File: src/rtl/audio_mem_arbiter.sv
// rtl/audio_mem_arbiter.sv - single-port memory arbiter between CPU load/store and codec DMA sample fetch
// One transaction in flight; DMA wins ties unless the CPU has been starved MAX_STALL cycles.
module audio_mem_arbiter #(
  parameter int RD_LAT    = 2,
  parameter int MAX_STALL = 4
) (
  input  logic        clk,
  input  logic        rst,
  input  logic        cpu_en,
  input  logic        cpu_iorw,
  input  logic [23:0] cpu_addr,
  input  logic [23:0] cpu_wdata,
  output logic [23:0] cpu_rdata,
  output logic        cpu_rdy,
  output logic        cpu_stall,
  input  logic        dma_req,
  input  logic [23:0] dma_addr,
  output logic [23:0] dma_rdata,
  output logic        dma_valid,
  output logic        mem_en,
  output logic        mem_we,
  output logic [23:0] mem_addr,
  output logic [23:0] mem_wdata,
  input  logic [23:0] mem_rdata
);

  typedef enum logic [1:0] {
    IDLE  = 2'd0,
    ISSUE = 2'd1,
    WAIT  = 2'd2,
    DONE  = 2'd3
  } state_t;

  localparam logic [2:0] WAIT_INIT = 3'(RD_LAT - 1);
  localparam logic [2:0] STALL_LIM = 3'(MAX_STALL);

  state_t     state;
  logic       owner_cpu;
  logic       is_read;
  logic [2:0] wait_cnt;
  logic [2:0] starve_cnt;
  logic       grant_cpu;
  logic       cpu_waiting;

  assign cpu_stall   = cpu_en & ~cpu_rdy;
  assign grant_cpu   = cpu_en & (~dma_req | (starve_cnt >= STALL_LIM));
  // The CPU only accrues starvation while someone else holds the memory or it loses in IDLE.
  assign cpu_waiting = ~((state != IDLE) & owner_cpu);

  always_ff @(posedge clk or posedge rst) begin
    if (rst) begin
      state      <= IDLE;
      owner_cpu  <= 1'b0;
      is_read    <= 1'b0;
      wait_cnt   <= 3'd0;
      starve_cnt <= 3'd0;
      mem_en     <= 1'b0;
      mem_we     <= 1'b0;
      mem_addr   <= 24'h000000;
      mem_wdata  <= 24'h000000;
      cpu_rdata  <= 24'h000000;
      dma_rdata  <= 24'h000000;
      cpu_rdy    <= 1'b0;
      dma_valid  <= 1'b0;
    end else begin
      mem_en    <= 1'b0;
      mem_we    <= 1'b0;
      cpu_rdy   <= 1'b0;
      dma_valid <= 1'b0;

      if (!cpu_en) begin
        starve_cnt <= 3'd0;
      end else if ((state == IDLE) && grant_cpu) begin
        starve_cnt <= 3'd0;
      end else if (cpu_waiting && (starve_cnt != 3'd7)) begin
        starve_cnt <= starve_cnt + 3'd1;
      end

      case (state)
        IDLE: begin
          if (cpu_en || dma_req) begin
            owner_cpu <= grant_cpu;
            is_read   <= grant_cpu ? cpu_iorw : 1'b1;
            mem_addr  <= grant_cpu ? cpu_addr : dma_addr;
            if (grant_cpu) begin
              mem_wdata <= cpu_wdata;
            end
            mem_en <= 1'b1;
            mem_we <= grant_cpu & ~cpu_iorw;
            state  <= ISSUE;
          end
        end
        ISSUE: begin
          wait_cnt <= WAIT_INIT;
          if (is_read) begin
            state <= WAIT;
          end else begin
            cpu_rdy <= 1'b1;
            state   <= DONE;
          end
        end
        WAIT: begin
          // Data is valid in the cycle RD_LAT after mem_en, i.e. the last WAIT cycle.
          if (wait_cnt == 3'd0) begin
            if (owner_cpu) begin
              cpu_rdata <= mem_rdata;
              cpu_rdy   <= 1'b1;
            end else begin
              dma_rdata <= mem_rdata;
              dma_valid <= 1'b1;
            end
            state <= DONE;
          end else begin
            wait_cnt <= wait_cnt - 3'd1;
          end
        end
        DONE: begin
          state <= IDLE;
        end
        default: begin
          state <= IDLE;
        end
      endcase
    end
  end

endmodule
File: config.mk
export PLATFORM = sky130hd
export DESIGN_NAME = audio_mem_arbiter
export DESIGN_NICKNAME = d
export VERILOG_FILES = /design/src/rtl/audio_mem_arbiter.sv
export SDC_FILE = /design/constraint.sdc
export NUM_CORES = 1
export LEC_CHECK = 0
export CORE_MARGIN = 1
export CORE_UTILIZATION = 34
export DETAILED_ROUTE_END_ITERATION = 7
export HOLD_SLACK_MARGIN = 0.03
export PLACE_DENSITY = 0.7
export SLEW_MARGIN = 20
export SYNTH_ARGS = -nofsm -noshare
export SYNTH_HDL_FRONTEND = slang
export SYNTH_SLANG_ARGS = --single-unit
export TNS_END_PERCENT = 100
File: constraint.sdc
create_clock -name clk -period 4.8 [get_ports clk]
set_input_delay 0.96 -clock clk [delete_from_list [all_inputs] [get_ports clk]]
set_output_delay 0.96 -clock clk [all_outputs]
set_load 0.02 [all_outputs]
Word level (Yosys, flattened, before mapping)
Index checks and enable logic that the tools add are counted.
{"block": "op_classes", "add_sub_neg": 2, "magnitude_cmp": 1, "eq_ne": 8, "muxes": 22, "n_bitwise": 10, "n_reduce_logical": 13}
{"op": "two-way mux 24 bit", "count": 1}
{"op": "two-way mux 1 bit", "count": 12}
{"op": "two-way mux 3 bit", "count": 4}
{"op": "AND reduction 3 bit", "count": 3}
{"op": "case mux 2 bit (4 select lines)", "count": 1}
{"op": "case mux 3 bit (2 select lines)", "count": 1}
{"op": "AND reduction 2 bit", "count": 3}
{"op": "NOT 1 bit", "count": 5}
{"op": "bitwise AND 1 bit", "count": 4}
{"op": "== test 2 bit (second input constant)", "count": 2}
{"op": "two-way mux 2 bit", "count": 2}
{"op": "inequality test 2 bit (second input constant)", "count": 2}
{"op": "nonzero test 2 bit", "count": 2}
{"op": "adder 3 x 1 -> 3 bit (second input constant)", "count": 1}
{"op": "greater-or-equal comparator 3 bit (second input constant)", "count": 1}
{"op": "logical NOT 3 bit", "count": 1}
{"op": "inequality test 3 x 1 -> 1 bit (second input constant)", "count": 1}
{"op": "inequality test 3 bit (second input constant)", "count": 1}
{"op": "subtractor 3 x 1 -> 3 bit (second input constant)", "count": 1}
{"op": "== test 2 x 1 -> 1 bit (second input constant)", "count": 1}
{"op": "logical AND 1 bit", "count": 2}
{"op": "logical NOT 2 bit", "count": 1}
{"op": "inequality test 2 x 1 -> 1 bit (second input constant)", "count": 1}
{"op": "case mux 1 bit (2 select lines)", "count": 1}
{"op": "2 further kinds", "count": 2}
{"block": "word_totals", "reg_bits": 110, "in_bits": 101, "output_inout_bits": 101, "elab_cells": 69}

Logic depth before layout (Yosys ltp)
Gate-level depths: netlist of run 1.
{"block": "logic_depth", "word_depth": 7, "mapped_depth": 7, "ltp_nobuf": 6}

Worst setup path after synthesis of run 1
OpenSTA, ideal clock, no wires.
{"block": "synth_path", "kind": "input-to-output", "start": "input port cpu_en", "end": "output port cpu_stall", "arrival_ns": 1.756, "required_ns": 3.840, "path_slack_ns": 2.084, "stages": 4, "n_path_buf": 2, "cell_sequence": "buf_2 > inv_1 > clkbuf_1 > nor2_1"}
{"block": "synth_between", "elab_chain_cells": 1}
{"element": "start, declared", "line": "9", "text": "input logic cpu_en,"}
{"element": "bitwise AND 1 bit", "line": "45", "text": "assign cpu_stall = cpu_en & ~cpu_rdy;"}
{"element": "end, declared", "line": "15", "text": "output logic cpu_stall,"}
Every way passes these cells.

Final worst setup path of run 1
Ends and elaborated chain as after synthesis.

==> results by group, run 1 <==
CTS
  – CTS tree: done
  – Inserted Clock Buffers: 9
  – Htree depth: 3
  – Clock Latency Late Sink: 0.35 ns
  – # hold bufs at CTS: 0
  – Post_cts resized: 0
  – Post-CTS setup buffer count: 0
  – Bufs on Longest Clock Path: 2
  – Clock-pin slew on the worst setup and hold paths: 0.07 ns
  – CTS root buf: clkbuf_16
  – Clock sink total: 110

Synth
  – Register area share after synthesis: 0.596
  – Syn. warnings: 0
  – Yosys top cell area share: 0.596
  – Synth cell types: 31
  – Average cell area after synthesis: approximately 13 sq um
  – Syn Inst Count: 354
  – Yosys top cell by area: dfrtp_1
  – Largest cells by area after synthesis: dfrtp_1, mux2_2, mux2_4, a31oi_1, a21oi_1
  – Mapped Area: 4620 sq um
  – Post-synthesis net count: between 400 and 500
  – Synthesis-stage register bit count: 110

Global route
  – Vias in the first global route: 3,692
  – Tot GR Track Use: 0.173
  – Initial antenna violation count: 0
  – First-pass GRT wire length: 19,000 um
  – Largest net degree at the start of global routing: 59
  – Total grt overflow: 0

Die
  – DIE AREA: 14,000 sq um
  – Die Ht: 119 um
  – IO Pins: 202
  – Core ar.: about 13,000 sq um
  – Starting density of the core: 0.349
  – # rows: 42
  – Chip width: 119 um

STA
  – Fin crit period: 4.00 ns
  – Rel. slew slack: 0.266
  – Final setup fails: 0
  – Fin crit share: 0.833
  – Setup TNS: 0 ns
  – Hold slack: 0.492 ns
  – Worst slew pin tran: 1.10 ns
  – Clk_skew: roughly 0.0077 ns
  – Slew Viols, Final: 0
  – RSZ-0062 raised after global routing: no
  – F_max: between 200 and 300 MHz
  – Final hold violations: 0

Placed design
  – GP Congestion: approximately 0.77
  – DPL Wire Length: between 8000 and 9000 um
  – Port bufs: around 200

Job
  – Max_cap viols: 0

Cells and area
  – Total Nets Final: 656
  – Ant. Diodes: 0
  – Synth-to-layout area growth: 53.0%
  – Commonest non-fill, non-tap cell in the layout: clkdlybuf4s50_1
  – Commonest cells after routing, fill and taps aside: clkdlybuf4s50_1, dfrtp_1, mux2_2
  – Layout cells sized above 1: 0.181

Detailed routing
  – Routed Antenna Nets: 0
  – Post-DR vias/cell: 4.91
  – DR iter-0 viols: 129
  – Vias: 3,577
  – DR pass1 iterations: 4
  – # DRC: 0
  – WL final: approximately 12,000 um
  – Routed WL per cell: about 16 um

Critical path
  – CP Class: in2out
  – Slowest Stage Delay on Critical Path: 0.64 ns
  – Cell chain of the critical path: clkdlybuf4s50_1, buf_4, inv_1, nor2_1, clkdlybuf4s50_1
  – R2R depth: 3
  – CP required: 3.84 ns
  – Setup crit end kind: primary output
  – R2R setup slack: about 2.4 ns
  – WP data arrival: 3.04 ns
  – CP Launch Type: input pin
  – CP dominant cell by count: clkdlybuf4s50_1
  – R2R Path Start: starve_cnt[2]
  – R2r endpoint: mem_wdata[16]
  – Max FO, Critical Path: 28
  – CP max-delay cell: clkdlybuf4s50_1

Power and ir drop
  – Leakage: about 3.0 nW
  – Peak VDD IR: ~0.30 mV
  – PD cells: 677 nW/um^2

Min path
  – Hold crit path type: reg2reg
  – Hold path depth: 1
  – Hold Startpoint: wait_cnt[1]
  – Hold path endpoint: wait_cnt[1]

Outcome
  – Run status: complete, no violations
-- routing by layer --
metal  up-vias  share of wire  GRT usage
met4         0          0.024     0.0625
met2       131           0.52      0.297
li1       1641              -          -
met3        24          0.051     0.0439
met1      1781           0.41      0.210
met5         -              0          0
-- worst max-delay path, delay by kind of cell --
kind	cells	cell delay (ns)
buffers and inverters	4	1.84
and+or+nand+nor	1	0.23
-- registers in the layout, indices dropped and copies added (netlist names) --
name,flops
is_read,1
mem_wdata,24
mem_addr,24
mem_we,1
dma_valid,1
starve_cnt,3
cpu_rdata,24
wait_cnt,3
cpu_rdy,1
dma_rdata,24
state,2
mem_en,1
owner_cpu,1
-- power breakdown --
| part | internal (mW) | switching, mW | leakage (nW) | total (mW) |
|---|---|---|---|---|
| combinational | 1.26 | 1.15 | 1.55 | 2.41 |
| clock | 0.417 | 0.331 | 0.141 | 0.748 |
| sequential | 1.38 | 0.241 | 1.29 | 1.63 |
-- worst max-delay path by stage --
stage                 from  slack (ns)  depth (start not counted)            to
CTS                 cpu_en        0.83                          5     cpu_stall
detailed placement  cpu_en        0.84                          5     cpu_stall
global route        cpu_en        0.67                          5     cpu_stall
global placement    cpu_en        0.83                          5     cpu_stall
floorplan              rst        0.94                          1  cpu_rdata[0]
finish              cpu_en        0.80                          5     cpu_stall
-- final cells by class --
cell class	instances	area (sq um)
flip-flops and latches	110	2750
clock buffers	10	239
fillers	1146	6180
multi-input cells	213	1720
repair buffers	204	2030
clock inverters	5	58.8
inverters	10	40.0
well taps	176	220
-- per-stage QoR --
step | instance area (sq um) | cells | util | setup slack [ns] | power, mW
global placement | 6760 | 713 | 0.510 | 0.830 | 3.99
finish | 7060 | 728 | 0.533 | 0.802 | 4.78
CTS | 7050 | 728 | 0.533 | 0.831 | 4.83
floorplan | 4620 | 354 | - | 0.938 | 2.93
detailed placement | 6760 | 713 | 0.510 | 0.840 | 4.06
global route | 7060 | 728 | 0.533 | 0.673 | 5.04
-- cell usage after synthesis --
library cell  instances
o22a_1                2
mux2_2               56
nor2_1               29
or3_1                 1
o21ai_2               1
nor2b_2               1
a21boi_0              1
a31oi_1              25
ha_1                  7
buf_4                 3
nand3b_2              1
nand2b_1              3
o2bb2ai_1             1
nor2b_1               1
buf_2                 9
nand2_1               2
or3b_2                2
mux2_4               17
buf_6                 2
mux2i_1               2
a21oi_1              29
and2b_1               1
nand3_4               1
inv_2                 1
o21ai_0              27
nand3_2               1
a22o_1                1
clkbuf_1              7
inv_1                 9
dfrtp_1             110
a21o_1                1
-- logic make-up (layout without fill, tap and decap cells) --
logic type               Yosys count  in the layout  synth area share
flip-flops                       110            110             0.596
AO/OA/AOI/OAI                     88             88             0.107
multiplexers                      75             75             0.196
AND/OR/NAND/NOR                   43             43            0.0477
buffers and inverters             31            229            0.0333
adder cells (fa/ha/maj)            7              7            0.0190
Note: power is estimated with default switching activity, not from simulation.
==> run 2: changes to the inputs <==
clock period = 3.8 ns   (was 4.8 ns; I/O delays follow)
==> run 2 against run 1 <==
  * Sequential power grew 26%
  * Clock skew shrank 0.0029 ns
  * Via count shrank 0.25%
  * Setup slack gained 0.15 ns
  * Non-clock buffer count grew 2
  * Global-route usage shrank 0.20 points
  * Die area is the same
  * Clock power grew 50%
  * Sequential share of layout area shrank 0.41 points
  * First-iteration DRC count grew 36%
  * Worst hold slack lost 0.0041 ns
  * Cell area grew 1.1%
  * Largest power group unchanged
==> results by group, run 2 (synthesized netlist as in run 1, its figures left out) <==
Die
  – Starting density of the core: 0.349 (unchanged)
  – IO Pins: 202 (unchanged)
  – # rows: 42 (unchanged)
  – Core ar.: 13,200 sq um (unchanged)
  – DIE AREA: 14,000 sq um (unchanged)
  – Die Ht: 119 um (unchanged)
  – Chip width: 119 um (unchanged)

Critical path
  – CP Class: in2out
  – Slowest Stage Delay on Critical Path: 0.64 ns (about the same)
  – CP max-delay cell: clkdlybuf4s50_1
  – CP required: 3.04 ns (-0.80 ns)
  – CP Launch Type: input pin
  – Worst path top cell family by delay: buffers and inverters
  – Cell chain of the critical path: clkdlybuf4s50_1, inv_1, nor2_1, clkdlybuf4s50_1
  – CP dominant cell by count: clkdlybuf4s50_1
  – WP data arrival: 2.09 ns (-0.95 ns)
  – Setup crit end kind: primary output
  – Max FO, Critical Path: 2 (-93%)
  – WP buf/inv: 3 (-1)

Cells and area
  – Ant. Diodes: 0 (unchanged)
  – Synth-to-layout area growth: 54.6%
  – Total Nets Final: 658 (+0.30%)
  – Final core occ: 0.539 (+0.00567)
  – Layout cells sized above 1: 0.184 (+0.00262)
  – Post-route cell area: 7140 sq um (+1.1%)
  – Commonest cells after routing, fill and taps aside: clkdlybuf4s50_1, dfrtp_1, mux2_2
  – Commonest non-fill, non-tap cell in the layout: clkdlybuf4s50_1

Detailed routing
  – Routed WL per cell: 16.3 um (+0.75%)
  – # DRC: 0 (unchanged)
  – Vias: 3,568 (-0.25%)
  – Post-DR vias/cell: 4.88 (-0.66%)
  – DR iter-0 viols: 176 (+36%)
  – Routed Antenna Nets: 0 (unchanged)
  – DR pass1 iterations: 5 (+1)
  – WL final: 11,900 um (+1.2%)

STA
  – Clk_skew: 0.00484 ns (-0.00288 ns)
  – Slew Viols, Final: 0 (unchanged)
  – Final setup fails: 0 (unchanged)
  – RSZ-0062 raised after global routing: no
  – Setup TNS: 0 ns (unchanged)
  – Final hold violations: 0 (unchanged)
  – Hold slack: 0.488 ns (-0.00411 ns)
  – Worst slew pin tran: 1.05 ns (-0.0475 ns)
  – Fin crit share: 0.749
  – F_max: roughly 350 MHz
  – Fin crit period: 2.85 ns
  – Rel. slew slack: 0.298 (+0.0316)

Power and ir drop
  – Clock group share of total power: 0.181 (+0.025)
  – Part of the power in registers: 0.332 (-0.008)
  – Internal Pwr Total: 4.05 mW (+32%)
  – Gate power share: 0.488 (-0.016)
  – Leakage: 3.02 nW (+1.5%)
  – P_sw: 2.16 mW (+26%)
  – Switching share of total power: 0.348 (-0.0120)
  – PD cells: 870 nW/um^2 (+29%)
  – Tot Pwr: 6.21 mW (+30%)
  – Peak VDD IR: 0.353 mV (+17%)

CTS
  – # hold bufs at CTS: 0 (unchanged)
  – Clock-pin slew on the worst setup and hold paths: 0.07 ns (about the same)
  – Post-CTS setup buffer count: 0 (unchanged)
  – Clock Latency Late Sink: 0.34 ns (about the same)
  – Clock sink total: 110 (unchanged)
  – Inserted Clock Buffers: 9 (unchanged)
  – Bufs on Longest Clock Path: 2 (unchanged)
  – CTS tree: done
  – Htree depth: 3 (unchanged)
  – CTS root buf: clkbuf_16
  – Post_cts resized: 0 (unchanged)

Placed design
  – GP Congestion: 0.774 (+1.2%)
  – Dpl cell area: 6770 sq um (+0.22%)
  – DPL Wire Length: 8520 um (+2.4%)
  – Port bufs: 201 (unchanged)

Global route
  – Largest net degree at the start of global routing: 87 (+47%)
  – Vias in the first global route: 3,644 (-1.3%)
  – First-pass GRT wire length: 18,800 um (-0.98%)
  – Total grt overflow: 0 (unchanged)
  – Initial antenna violation count: 0 (unchanged)
  – Tot GR Track Use: 0.171 (-0.00197)

Job
  – Max_cap viols: 0 (unchanged)

Outcome
  – Run status: complete, no violations

Min path
  – Hold crit path type: reg2reg
run 2: power groups by stage:
stage,Combinational [mW],Clock [mW],Sequential [mW]
after floorplan,0.997,0,2.70
after global placement,2.99,0,2.05
after detailed placement,3.05,0,2.08
after CTS,3.06,1.16,2.06
after global routing,3.21,1.20,2.13
final,3.03,1.12,2.06
run 2: path summary, 6_finish.rpt:
| check | start | to | slack (ns) | cells after the start |
|---|---|---|---|---|
| min reg2reg | wait_cnt[1] | wait_cnt[1] | 0.49 | 1 |
| max reg2reg | state[0] | mem_addr[0] | 1.66 | 6 |
| max | cpu_en | cpu_stall | 0.95 | 4 |
| min | wait_cnt[1] | wait_cnt[1] | 0.49 | 1 |
| max in group asynchronous | rst | mem_addr[17] | 2.11 | 3 |
| min in group asynchronous | rst | mem_wdata[8] | 0.95 | 2 |
run 2: layer usage:
layer  vias to the layer above  GRT usage  share of wire
met5                         -          0              0
met4                         0     0.0752          0.019
met3                        17     0.0275          0.050
met2                       127      0.296           0.51
met1                      1767      0.211           0.42
li1                       1657          -              -
run 2: area by class of cell:
cell class                      count  area (sq um)
Clock buffer                       10           229
Fill cell                        1140          6110
Sequential cell                   110          2750
Tap cell                          176           220
Clock inverter                      6           134
Inverter                           10          42.5
Timing Repair Buffer              206          2050
Multi-Input combinational cell    213          1710
run 2: worst reg2reg max path: cells and delay by family, from the launching register on:
family / cells / cell delay (ns)
compound gates: 2 / 0.51
fa+ha+maj: 1 / 0.31
buf+inv: 2 / 0.56
flops: 1 / 0.42
simple gates: 1 / 0.23
run 2: through the flow:
| step | std cells | setup slack, ns |
|---|---|---|
| finish | 731 | 0.955 |
| global route | 731 | 0.800 |
| detailed placement | 715 | 0.642 |
| global placement | 715 | 0.790 |
| CTS | 731 | 0.950 |
| floorplan | 354 | 0.138 |
==> run 3: changes to the inputs <==
clock period = 2.67 ns   (was 3.8 ns; I/O delays follow)
==> run 3 against run 2 <==
  * Worst hold slack better by 0.0064 ns
  * Global-route usage up 0.22 points
  * Largest cell class unchanged
  * Sequential power up 42%
  * Critical endpoint unchanged
  * Flip-flop and latch count did not move
  * Sequential share of layout area is 0.23 points higher
  * Utilization decreased by 0.32 points
  * Clock-buffer cell count increased by 2
  * Combinational power grew 43%
  * Cell area is 0.60% lower
  * Via count down 0.56%
  * Largest power group unchanged
  * Non-clock buffer count grew 1
==> results by group, run 3 (synthesized netlist as in run 1, its figures left out) <==
Critical path
  – Cell chain of the critical path: clkdlybuf4s50_1, inv_1, nor2_1, clkdlybuf4s50_1
  – CP Launch Type: input pin
  – Slowest Stage Delay on Critical Path: 0.60 ns (-0.04 ns)
  – CP max-delay cell: clkdlybuf4s50_1
  – WP buf/inv: 3 (unchanged)
  – Worst path top cell family by delay: buffers and inverters
  – WP data arrival: 1.79 ns (-0.30 ns)
  – CP dominant cell by count: clkdlybuf4s50_1
  – CP required: 2.14 ns (-0.90 ns)
  – CP Class: in2out
  – Max FO, Critical Path: 2 (unchanged)
  – Setup crit end kind: primary output

Min path
  – Hold crit path type: reg2reg

STA
  – Slew Viols, Final: 0 (unchanged)
  – Fin crit period: ~2.3 ns
  – RSZ-0062 raised after global routing: no
  – Worst slew pin tran: 0.744 ns (-0.309 ns)
  – Setup TNS: 0 ns (unchanged)
  – Rel. slew slack: 0.501 (+0.203)
  – F_max: about 430 MHz
  – Final hold violations: 0 (unchanged)
  – Fin crit share: 0.872
  – Clk_skew: 0.00323 ns (-0.00161 ns)
  – Final setup fails: 0 (unchanged)

Detailed routing
  – Routed Antenna Nets: 0 (unchanged)
  – DR iter-0 viols: 177 (+0.57%)
  – Routed WL per cell: 16.0 um (-1.8%)
  – WL final: 11,700 um (-1.6%)
  – Vias: 3,548 (-0.56%)
  – # DRC: 0 (unchanged)
  – Post-DR vias/cell: 4.85 (-0.70%)
  – DR pass1 iterations: 4 (-1)

Die
  – Chip width: 119 um (unchanged)
  – Starting density of the core: 0.349 (unchanged)
  – # rows: 42 (unchanged)
  – Core ar.: 13,200 sq um (unchanged)
  – IO Pins: 202 (unchanged)
  – Die Ht: 119 um (unchanged)
  – DIE AREA: 14,000 sq um (unchanged)

CTS
  – Clock-pin slew on the worst setup and hold paths: 0.07 ns (about the same)
  – Bufs on Longest Clock Path: 2 (unchanged)
  – Clock sink total: 110 (unchanged)
  – Post_cts resized: 0 (unchanged)
  – CTS tree: done
  – Inserted Clock Buffers: 9 (unchanged)
  – CTS root buf: clkbuf_16
  – # hold bufs at CTS: 0 (unchanged)
  – Htree depth: 3 (unchanged)
  – Clock Latency Late Sink: 0.34 ns (about the same)
  – Post-CTS setup buffer count: 0 (unchanged)

Power and ir drop
  – Leakage: 3.00 nW (-0.67%)
  – Peak VDD IR: 0.454 mV (+29%)
  – PD cells: 1210 nW/um^2 (+39%)

Global route
  – Total grt overflow: 0 (unchanged)
  – GR Util met3: 0.0256 (-0.00193)
  – Gr busiest metal: met2
  – Tot GR Track Use: 0.174 (+0.00222)
  – Met2 GRT Util: 0.291 (-0.00515)
  – Largest net degree at the start of global routing: 111 (+28%)
  – Vias in the first global route: 3,793 (+4.1%)
  – GRT met1 Usage: 0.220 (+0.00932)
  – First-pass GRT wire length: 19,200 um (+1.9%)
  – Initial antenna violation count: 0 (unchanged)

Cells and area
  – Synth-to-layout area growth: 53.7%
  – Total Nets Final: 659 (+0.15%)
  – Commonest non-fill, non-tap cell in the layout: clkdlybuf4s50_1
  – Layout cells sized above 1: 0.185 (+0.00147)
  – Post-route cell area: 7090 sq um (-0.60%)
  – Ant. Diodes: 0 (unchanged)
  – Commonest cells after routing, fill and taps aside: clkdlybuf4s50_1, dfrtp_1, mux2_2

Outcome
  – Run status: complete, no violations

Placed design
  – Port bufs: 201 (unchanged)
  – Dpl cell area: 6790 sq um (+0.31%)
  – GP Congestion: 0.794 (+2.5%)
  – DPL Wire Length: 8290 um (-2.7%)

Job
  – Max_cap viols: 0 (unchanged)
-- run 3: cell count changes in the layout (fill, tap and decap cells not counted) --
cell	before	now
buf_12	0	1
clkinv_4	1	0
clkbuf_8	0	2
clkinvlp_4	0	1
bufinv_16	4	1
clkinv_2	1	3
inv_6	1	0
-- run 3: per-stage QoR --
step                power, mW   util  cells  hold slack (ns)  setup slack, ns
floorplan                5.26      -    354            0.451            0.806
global placement         7.17  0.513    716            0.475            0.334
detailed placement       7.30  0.513    716            0.482            0.265
CTS                      8.69  0.536    732            0.503            0.333
global route             9.07  0.536    732            0.523            0.320
finish                   8.59  0.536    732            0.494            0.342
-- run 3: routing by layer --
| layer | vias to the layer above | share of wire |
|---|---|---|
| met5 | - | 0 |
| met4 | 0 | 0.027 |
| met3 | 21 | 0.039 |
| met2 | 113 | 0.51 |
| met1 | 1766 | 0.43 |
| li1 | 1648 | - |
-- run 3: power breakdown --
part / switching [mW] / internal, mW
clock network: 0.575 / 0.775
registers: 0.431 / 2.49
logic: 2.05 / 2.27
total: 3.06 / 5.54
-- run 3: final timing paths --
path / from / end / slack [ns] / depth (start not counted)
max: cpu_en / cpu_stall / 0.34 / 4
min: wait_cnt[1] / wait_cnt[1] / 0.49 / 1
max reg2reg: wait_cnt[0] / dma_rdata[13] / 0.54 / 5
min reg2reg: wait_cnt[1] / wait_cnt[1] / 0.49 / 1
max in group asynchronous: rst / mem_addr[12] / 1.51 / 3
min in group asynchronous: rst / cpu_rdata[17] / 0.70 / 3
-- run 3: cell type report --
| cell class | count | area (sq um) |
|---|---|---|
| clock buffers | 12 | 256 |
| clock inverters | 4 | 45.0 |
| fillers | 1153 | 6150 |
| inverters | 10 | 41.3 |
| multi-input cells | 213 | 1710 |
| flip-flops and latches | 110 | 2750 |
| well taps | 176 | 220 |
| repair buffers | 207 | 2070 |
